`config.mk`:
```
export PLATFORM = sky130hd
export DESIGN_NAME = wishbone_classic_controller_flat
export DESIGN_NICKNAME = d
export VERILOG_FILES = /design/src/rtl/wishbone_pkg.sv /design/src/rtl/wishbone_classic_controller_if.sv /design/src/rtl/wb_down_counter.sv /design/src/rtl/wishbone_classic_controller.sv /design/src/flat_wrapper.sv
export SDC_FILE = /design/constraint.sdc
export NUM_CORES = 1
export LEC_CHECK = 0
export CAP_MARGIN = 20
export CORE_MARGIN = 5
export CORE_UTILIZATION = 30
export DETAILED_ROUTE_END_ITERATION = 10
export GPL_TIMING_DRIVEN = 1
export PLACE_DENSITY = 0.64
export SLEW_MARGIN = 0
export SYNTH_ARGS = -nofsm -noshare
export SYNTH_HDL_FRONTEND = slang
export SYNTH_SLANG_ARGS = --single-unit
export TNS_END_PERCENT = 10
```
`constraint.sdc`:
```
create_clock -name clk_i -period 2 [get_ports clk_i]
set_clock_uncertainty 0.05 [all_clocks]
set_input_delay 0.3 -clock clk_i [delete_from_list [all_inputs] [get_ports clk_i]]
set_output_delay 0.3 -clock clk_i [all_outputs]
set_load 0.01 [all_outputs]
```
`src/rtl/wishbone_pkg.sv`:
```
// Shared types for the Wishbone classic controller: response status codes,
// controller FSM states and a counter-width helper.
package wishbone_pkg;

  typedef enum logic [1:0] {
    WB_OK      = 2'd0,
    WB_ERR     = 2'd1,
    WB_RTY     = 2'd2,
    WB_TIMEOUT = 2'd3
  } wb_status_t;

  typedef enum logic [1:0] {
    ST_IDLE    = 2'd0,
    ST_BUS     = 2'd1,
    ST_BACKOFF = 2'd2,
    ST_RESP    = 2'd3
  } wb_ctrl_state_t;

  // Bits needed to hold values 0..max_val, never less than one bit.
  function automatic int cnt_width(input int unsigned max_val);
    return (max_val < 1) ? 1 : $clog2(max_val + 1);
  endfunction

endpackage

```
`src/rtl/wishbone_classic_controller_if.sv`:
```
// Request/response stream plus Wishbone classic signals of the controller.
// master = controller view, slave = local logic + Wishbone device view.
interface wishbone_classic_controller_if
  import wishbone_pkg::*;
#(
  parameter int ADR_WIDTH = 32,
  parameter int DAT_WIDTH = 32
) ();

  localparam int SEL_WIDTH = DAT_WIDTH / 8;

  // Both streams transfer on a clock edge where valid and ready are high together;
  // the side raising valid holds it and its payload until that edge.
  logic                 req_valid_i;
  logic                 req_ready_o;
  logic                 req_we_i;
  logic [ADR_WIDTH-1:0] req_adr_i;
  logic [SEL_WIDTH-1:0] req_sel_i;
  logic [DAT_WIDTH-1:0] req_dat_i;

  logic                 resp_valid_o;
  logic                 resp_ready_i;
  logic [DAT_WIDTH-1:0] resp_dat_o;
  wb_status_t           resp_status_o;

  logic                 cyc_o;
  logic                 stb_o;
  logic                 we_o;
  logic [ADR_WIDTH-1:0] adr_o;
  logic [SEL_WIDTH-1:0] sel_o;
  logic [DAT_WIDTH-1:0] dat_o;
  logic                 ack_i;
  logic                 err_i;
  logic                 rty_i;
  logic [DAT_WIDTH-1:0] dat_i;

  modport master (
    input  req_valid_i, req_we_i, req_adr_i, req_sel_i, req_dat_i, resp_ready_i,
    input  ack_i, err_i, rty_i, dat_i,
    output req_ready_o, resp_valid_o, resp_dat_o, resp_status_o,
    output cyc_o, stb_o, we_o, adr_o, sel_o, dat_o
  );

  modport slave (
    output req_valid_i, req_we_i, req_adr_i, req_sel_i, req_dat_i, resp_ready_i,
    output ack_i, err_i, rty_i, dat_i,
    input  req_ready_o, resp_valid_o, resp_dat_o, resp_status_o,
    input  cyc_o, stb_o, we_o, adr_o, sel_o, dat_o
  );

endinterface

```
`src/rtl/wb_down_counter.sv`:
```
// Loadable down counter that stops at zero; zero_o flags the registered count.
module wb_down_counter #(
  parameter int WIDTH = 8
) (
  input  logic             clk_i,
  input  logic             rst_i,
  input  logic             load_i,
  input  logic [WIDTH-1:0] load_val_i,
  input  logic             en_i,
  output logic [WIDTH-1:0] count_o,
  output logic             zero_o
);

  always_ff @(posedge clk_i) begin
    if (!rst_i) begin
      count_o <= '0;
    end else if (load_i) begin
      count_o <= load_val_i;
    end else if (en_i && (count_o != '0)) begin
      count_o <= count_o - WIDTH'(1);
    end
  end

  assign zero_o = (count_o == '0);

endmodule

```
`src/rtl/wishbone_classic_controller.sv`:
```
// Wishbone B4 classic single-transfer master driven by a valid/ready request stream,
// with retry-with-backoff on rty, a bus timeout and a status-tagged response stream.
module wishbone_classic_controller
  import wishbone_pkg::*;
#(
  parameter int ADR_WIDTH      = 32,
  parameter int DAT_WIDTH      = 32,
  parameter int MAX_RETRIES    = 3,
  parameter int BACKOFF_CYCLES = 2,
  parameter int TIMEOUT_CYCLES = 256
) (
  input  logic                             clk_i,
  input  logic                             rst_i,
  wishbone_classic_controller_if.master    bus,
  output wb_ctrl_state_t                   state_o
);

  localparam int SEL_WIDTH = DAT_WIDTH / 8;
  localparam int TO_W      = cnt_width(TIMEOUT_CYCLES);
  localparam int BO_W      = cnt_width(BACKOFF_CYCLES);
  localparam int RT_W      = cnt_width(MAX_RETRIES);

  // Loaded with N-1: the counter reaches zero on the N-th cycle spent in the state.
  localparam logic [TO_W-1:0] TO_LOAD = TO_W'((TIMEOUT_CYCLES == 0) ? 0 : TIMEOUT_CYCLES - 1);
  localparam logic [BO_W-1:0] BO_LOAD = BO_W'((BACKOFF_CYCLES < 1) ? 0 : BACKOFF_CYCLES - 1);
  localparam logic [RT_W-1:0] RT_MAX  = RT_W'(MAX_RETRIES);

  wb_ctrl_state_t state_q, state_d;
  logic [RT_W-1:0] retry_q, retry_d;

  logic                 cyc_q, cyc_d;
  logic                 we_q, we_d;
  logic [ADR_WIDTH-1:0] adr_q, adr_d;
  logic [SEL_WIDTH-1:0] sel_q, sel_d;
  logic [DAT_WIDTH-1:0] dat_q, dat_d;
  logic                 req_ready_q, req_ready_d;
  logic                 resp_valid_q, resp_valid_d;
  logic [DAT_WIDTH-1:0] resp_dat_q, resp_dat_d;
  wb_status_t           resp_status_q, resp_status_d;

  logic            enter_bus, enter_backoff;
  logic            to_zero, bo_zero, timeout_hit;
  logic [TO_W-1:0] to_count;
  logic [BO_W-1:0] bo_count;

  wb_down_counter #(.WIDTH(TO_W)) u_timeout_cnt (
    .clk_i      (clk_i),
    .rst_i      (rst_i),
    .load_i     (enter_bus),
    .load_val_i (TO_LOAD),
    .en_i       (state_q == ST_BUS),
    .count_o    (to_count),
    .zero_o     (to_zero)
  );

  wb_down_counter #(.WIDTH(BO_W)) u_backoff_cnt (
    .clk_i      (clk_i),
    .rst_i      (rst_i),
    .load_i     (enter_backoff),
    .load_val_i (BO_LOAD),
    .en_i       (state_q == ST_BACKOFF),
    .count_o    (bo_count),
    .zero_o     (bo_zero)
  );

  assign timeout_hit = (TIMEOUT_CYCLES != 0) && to_zero;

  always_comb begin
    state_d       = state_q;
    retry_d       = retry_q;
    cyc_d         = cyc_q;
    we_d          = we_q;
    adr_d         = adr_q;
    sel_d         = sel_q;
    dat_d         = dat_q;
    req_ready_d   = req_ready_q;
    resp_valid_d  = resp_valid_q;
    resp_dat_d    = resp_dat_q;
    resp_status_d = resp_status_q;
    enter_bus     = 1'b0;
    enter_backoff = 1'b0;

    unique case (state_q)
      ST_IDLE: begin
        req_ready_d = 1'b1;
        // The registered request outputs double as the latch re-issued after rty.
        if (req_ready_q && bus.req_valid_i) begin
          we_d        = bus.req_we_i;
          adr_d       = bus.req_adr_i;
          sel_d       = bus.req_sel_i;
          dat_d       = bus.req_dat_i;
          retry_d     = '0;
          cyc_d       = 1'b1;
          req_ready_d = 1'b0;
          enter_bus   = 1'b1;
          state_d     = ST_BUS;
        end
      end

      ST_BUS: begin
        if (bus.err_i) begin
          cyc_d         = 1'b0;
          resp_valid_d  = 1'b1;
          resp_dat_d    = '0;
          resp_status_d = WB_ERR;
          state_d       = ST_RESP;
        end else if (bus.ack_i) begin
          cyc_d         = 1'b0;
          resp_valid_d  = 1'b1;
          resp_dat_d    = we_q ? '0 : bus.dat_i;
          resp_status_d = WB_OK;
          state_d       = ST_RESP;
        end else if (bus.rty_i) begin
          cyc_d = 1'b0;
          if (retry_q < RT_MAX) begin
            retry_d       = retry_q + RT_W'(1);
            enter_backoff = 1'b1;
            state_d       = ST_BACKOFF;
          end else begin
            resp_valid_d  = 1'b1;
            resp_dat_d    = '0;
            resp_status_d = WB_RTY;
            state_d       = ST_RESP;
          end
        end else if (timeout_hit) begin
          cyc_d         = 1'b0;
          resp_valid_d  = 1'b1;
          resp_dat_d    = '0;
          resp_status_d = WB_TIMEOUT;
          state_d       = ST_RESP;
        end
      end

      ST_BACKOFF: begin
        if (bo_zero) begin
          cyc_d     = 1'b1;
          enter_bus = 1'b1;
          state_d   = ST_BUS;
        end
      end

      ST_RESP: begin
        if (bus.resp_ready_i) begin
          resp_valid_d = 1'b0;
          req_ready_d  = 1'b1;
          state_d      = ST_IDLE;
        end
      end

      default: state_d = ST_IDLE;
    endcase
  end

  always_ff @(posedge clk_i) begin
    if (!rst_i) begin
      state_q       <= ST_IDLE;
      retry_q       <= '0;
      cyc_q         <= 1'b0;
      we_q          <= 1'b0;
      adr_q         <= '0;
      sel_q         <= '0;
      dat_q         <= '0;
      req_ready_q   <= 1'b0;
      resp_valid_q  <= 1'b0;
      resp_dat_q    <= '0;
      resp_status_q <= WB_OK;
    end else begin
      state_q       <= state_d;
      retry_q       <= retry_d;
      cyc_q         <= cyc_d;
      we_q          <= we_d;
      adr_q         <= adr_d;
      sel_q         <= sel_d;
      dat_q         <= dat_d;
      req_ready_q   <= req_ready_d;
      resp_valid_q  <= resp_valid_d;
      resp_dat_q    <= resp_dat_d;
      resp_status_q <= resp_status_d;
    end
  end

  assign bus.req_ready_o   = req_ready_q;
  assign bus.resp_valid_o  = resp_valid_q;
  assign bus.resp_dat_o    = resp_dat_q;
  assign bus.resp_status_o = resp_status_q;
  assign bus.cyc_o         = cyc_q;
  assign bus.stb_o         = cyc_q;
  assign bus.we_o          = we_q;
  assign bus.adr_o         = adr_q;
  assign bus.sel_o         = sel_q;
  assign bus.dat_o         = dat_q;
  assign state_o           = state_q;

`ifdef FORMAL
  logic term_w;
  assign term_w = (state_q == ST_BUS) &&
                  (bus.ack_i || bus.err_i || bus.rty_i || timeout_hit);

  a_req_stable: assert property (@(posedge clk_i) disable iff (!rst_i)
    (cyc_q && !term_w) |=> (cyc_q && $stable(we_q) && $stable(adr_q) &&
                            $stable(sel_q) && $stable(dat_q)));

  a_cyc_drops: assert property (@(posedge clk_i) disable iff (!rst_i)
    term_w |=> !cyc_q);

  a_resp_after_cycle: assert property (@(posedge clk_i) disable iff (!rst_i)
    $rose(resp_valid_q) |-> $past(cyc_q));
`endif

endmodule
```
`src/flat_wrapper.sv`:
```
// flat-port wrapper written by rule: the top's interface ports become plain ports
module wishbone_classic_controller_flat import wishbone_pkg::*;
#(
  parameter int ADR_WIDTH      = 32,
  parameter int DAT_WIDTH      = 32,
  parameter int MAX_RETRIES    = 3,
  parameter int BACKOFF_CYCLES = 2,
  parameter int TIMEOUT_CYCLES = 256
)
  (clk_i, rst_i, state_o, bus_req_valid_i, bus_req_we_i, bus_req_adr_i, bus_req_sel_i, bus_req_dat_i, bus_resp_ready_i, bus_ack_i, bus_err_i, bus_rty_i, bus_dat_i, bus_req_ready_o, bus_resp_valid_o, bus_resp_dat_o, bus_resp_status_o, bus_cyc_o, bus_stb_o, bus_we_o, bus_adr_o, bus_sel_o, bus_dat_o);
  wishbone_classic_controller_if #(.ADR_WIDTH(ADR_WIDTH), .DAT_WIDTH(DAT_WIDTH)) bus_i ();
  input  logic clk_i;
  input  logic rst_i;
  output wb_ctrl_state_t state_o;
  input wire logic [$bits(bus_i.req_valid_i)-1:0] bus_req_valid_i;
  input wire logic [$bits(bus_i.req_we_i)-1:0] bus_req_we_i;
  input wire logic [$bits(bus_i.req_adr_i)-1:0] bus_req_adr_i;
  input wire logic [$bits(bus_i.req_sel_i)-1:0] bus_req_sel_i;
  input wire logic [$bits(bus_i.req_dat_i)-1:0] bus_req_dat_i;
  input wire logic [$bits(bus_i.resp_ready_i)-1:0] bus_resp_ready_i;
  input wire logic [$bits(bus_i.ack_i)-1:0] bus_ack_i;
  input wire logic [$bits(bus_i.err_i)-1:0] bus_err_i;
  input wire logic [$bits(bus_i.rty_i)-1:0] bus_rty_i;
  input wire logic [$bits(bus_i.dat_i)-1:0] bus_dat_i;
  output wire logic [$bits(bus_i.req_ready_o)-1:0] bus_req_ready_o;
  output wire logic [$bits(bus_i.resp_valid_o)-1:0] bus_resp_valid_o;
  output wire logic [$bits(bus_i.resp_dat_o)-1:0] bus_resp_dat_o;
  output wire logic [$bits(bus_i.resp_status_o)-1:0] bus_resp_status_o;
  output wire logic [$bits(bus_i.cyc_o)-1:0] bus_cyc_o;
  output wire logic [$bits(bus_i.stb_o)-1:0] bus_stb_o;
  output wire logic [$bits(bus_i.we_o)-1:0] bus_we_o;
  output wire logic [$bits(bus_i.adr_o)-1:0] bus_adr_o;
  output wire logic [$bits(bus_i.sel_o)-1:0] bus_sel_o;
  output wire logic [$bits(bus_i.dat_o)-1:0] bus_dat_o;
  assign bus_i.req_valid_i = bus_req_valid_i;
  assign bus_i.req_we_i = bus_req_we_i;
  assign bus_i.req_adr_i = bus_req_adr_i;
  assign bus_i.req_sel_i = bus_req_sel_i;
  assign bus_i.req_dat_i = bus_req_dat_i;
  assign bus_i.resp_ready_i = bus_resp_ready_i;
  assign bus_i.ack_i = bus_ack_i;
  assign bus_i.err_i = bus_err_i;
  assign bus_i.rty_i = bus_rty_i;
  assign bus_i.dat_i = bus_dat_i;
  assign bus_req_ready_o = bus_i.req_ready_o;
  assign bus_resp_valid_o = bus_i.resp_valid_o;
  assign bus_resp_dat_o = bus_i.resp_dat_o;
  assign bus_resp_status_o = bus_i.resp_status_o;
  assign bus_cyc_o = bus_i.cyc_o;
  assign bus_stb_o = bus_i.stb_o;
  assign bus_we_o = bus_i.we_o;
  assign bus_adr_o = bus_i.adr_o;
  assign bus_sel_o = bus_i.sel_o;
  assign bus_dat_o = bus_i.dat_o;
  wishbone_classic_controller #(.ADR_WIDTH(ADR_WIDTH), .DAT_WIDTH(DAT_WIDTH), .MAX_RETRIES(MAX_RETRIES), .BACKOFF_CYCLES(BACKOFF_CYCLES), .TIMEOUT_CYCLES(TIMEOUT_CYCLES)) u_core (.clk_i(clk_i), .rst_i(rst_i), .bus(bus_i), .state_o(state_o));
endmodule
```
==> impl_metrics.toml <==
[floorplan]
start_util = 0.306
dieArea_mm2 = 0.0182
ios = 217
die_y_um = 135
fp.dieW_um = 135
rows = 45
core_mm2 = 0.0153

[power_and_ir_drop]
switching_power_mw = 1.86
powerDensity_mw_per_mm2 = 919
finalPower_mw = 7.12
static-leakage-power_nw = 2.91
power.share.switching = 0.261
p_seq_frac = 0.382
peakVddDrop_v = 0.000555
p_comb_frac = 0.209
p_int_mw = 5.27
p_clk_frac = 0.409

[synth]
synth_xor_xnor_area_share = 0.00562
synth.most_common_cell = "nand2_1"
synth_edf_count = 0
ys_seq_area_frac = 0.518
yosys.area.top_type = "dfxtp_1"
ys_types = 44
synth_simple_gate_area_frac = 0.226
synth_top_family_by_area = "simple AND/OR/NAND/NOR gates"
synth_common_cells = "nand2_1 (214), dfxtp_1 (121), a21oi_1 (81)"
ys.flop_type = "dfxtp_1"
synthAdderAreaFrac = 0.00803
synth_mux_area_frac = 0.0728
avgSynthCellArea_um2 = 8.23
ys_warn_count = 0
synth_nets = 679
async_flop_share = 0
synth_compound_area_frac = 0.124
syn-instance-count = 568
synth.top_cell.area_share = 0.518
synth.area.top_cells = "dfxtp_1 (52%), nand2_1 (17%), a21oi_1 (8.7%)"
synth_area_mm2 = 0.00468
ys_ff_latch = 121

[route]
drt_first_pass_iters = 4
drt_iter0_markers = 188
avgRoutedWirePerCell_um = 14.6
drt_wl_total_um = 14700
drtAntennaViolNets = 0
viasPerCell = 4.58
vias = 4610
drc = 0

[placement]
place_hpwl_um = 10600
place_ws_ns = 0.0338
placed_area_mm2 = 0.00717
portBuffers = 216
gp_congestion = 0.827
dp.cells = 975

[finish]
fin_area_mm2 = 0.00775
n_antenna_cell = 0
final_cell_count_no_fill = 1006
nets = 894
multi_input_area_mm2 = 0.00208
fill_cells = 1467
drive_gt1_frac = 0.0792
area_growth_pct = 65.8
regArea_mm2 = 0.00242

[clock_tree]
cts_tree = "built"
cts_buffers = 17
postCtsHoldBufs = 0
clk_latency_ns = 0.41
cts_root_buffer = "clkbuf_16"
clk_path_buf_depth = 2
h-tree-depth = 4
cts.sinks = 121
cts_setup_buffers = 0
path_clk_slew_ns = 0.05

[global_route]
grt_start_max_net_pins = 85
grt_pass1_wl_um = 23400
grt_overflow_total = 0
first_global_vias = 4704
antenna_found_initial = 0
grt_use_total = 0.161

[sta]
worst_pin_slew_ns = 0.420
finalSetupViolations = 0
final.period_utilization = 0.960
hold_violations = 0
maxSlewViolCount = 0
final.setup.worst_slack_ns = 0.0791
tns_ns = 0
timing.fmax_mhz = 521
period_needed_ns = 1.92
grt_setup_unrepaired = "true"
relSlewSlack = 0.718

[critical_path]
cp.required_ns = 2.27
worstPathMaxFanout = 21
end_kind = "flip-flop"
rrSetupSlack_ns = 0.08
critPathLaunchType = "flip-flop"
cp.arrival_ns = 2.20
worstSetupPathType = "reg -> reg"

[hold_path]
hold_path.class = "in -> reg"

[outcome]
outcome = "complete, no violations"

[run]
cap_violations = 0
## per-layer routing
metal | up-vias | wire (um) | track usage
li1 | 2310 | - | -
met1 | 2107 | 6180 | 0.188
met2 | 170 | 6840 | 0.262
met3 | 23 | 1360 | 0.0682
met4 | 0 | 344 | 0.0628
met5 | - | 0 | 0
## worst paths after layout
check / start / to / depth (start not counted)
hold / removal: bus_req_adr_i[23] / u_core.bus.adr_o[23] / 3
hold reg to reg: u_core.bus.sel_o[3] / u_core.bus.sel_o[3] / 2
setup / recovery: u_core.u_timeout_cnt.count_o[7] / u_core.bus.resp_dat_o[7] / 5
setup reg to reg: u_core.u_timeout_cnt.count_o[7] / u_core.bus.resp_dat_o[7] / 5
## registers in the layout, summed over array words and instances (netlist names)
register                      count
u_core.bus.sel_o                  4
u_core.bus.we_o                   1
u_core.retry_q                    2
u_core.u_backoff_cnt.count_o      2
u_core.bus.resp_status_o          2
u_core.bus.req_ready_o            1
u_core.bus.cyc_o                  1
u_core.bus.resp_dat_o            32
u_core.bus.resp_valid_o           1
u_core.u_timeout_cnt.count_o      9
u_core.bus.dat_o                 32
u_core.bus.adr_o                 32
u_core.state_o                    2
## area by class of cell
cell class,instances,area share
flip-flops and latches,121,0.313
clock inverters,8,0.0124
inverters,8,0.00387
well taps,211,0.0341
multi-input cells,397,0.268
repair buffers,238,0.308
clock buffers,23,0.0604
## per-stage QoR
| step | utilization | hold WS (ns) |
|---|---|---|
| after CTS | 0.507 | 0.365 |
| after floorplan | - | 0.386 |
| after detailed placement | 0.470 | 0.396 |
| after global routing | 0.508 | 0.373 |
| final | 0.508 | 0.386 |
| after global placement | 0.470 | 0.391 |
## what timing repair did
item,in CTS,in global routing
pin swaps,0,1
setup endpoints to repair,2,25
resized for setup,1,5
## power groups by stage
stage | sequential, mW | combinational, mW | clock (mW)
2_1_floorplan | 2.81 | 0.657 | 0
3_3_place_gp | 2.75 | 1.44 | 0
3_5_place_dp | 2.77 | 1.47 | 0
4_1_cts | 2.72 | 1.48 | 3.01
5_1_grt | 2.74 | 1.62 | 3.12
6_report | 2.72 | 1.49 | 2.91
## cells by family (layout without fill, tap and decap cells)
group,count (synthesis),after routing
simple gates,255,255
flops,121,121
compound gates,102,102
buf+inv,50,277
mux,34,34
fa+ha+maj,3,3
xor+xnor,3,3
## worst max-delay path, cell delays in order, from the launching register on
cell and delay (ns):
dfxtp_1 0.32, or4_4 0.57, o41ai_4 0.40, nand2_4 0.11
buf_12 0.19, mux2i_1 0.18
## layout by cell type, fill, tap and decap left out, types with 5 or more instances in the layout
cell / instances
buf_4: 17
a21oi_1: 81
clkdlybuf4s50_1: 216
mux2i_1: 34
inv_1: 6
nor2_1: 5
clkbuf_16: 17
dfxtp_1: 120
nor3_1: 9
buf_12: 5
nand2_1: 214
No activity file was read; power rests on OpenSTA's default activity.
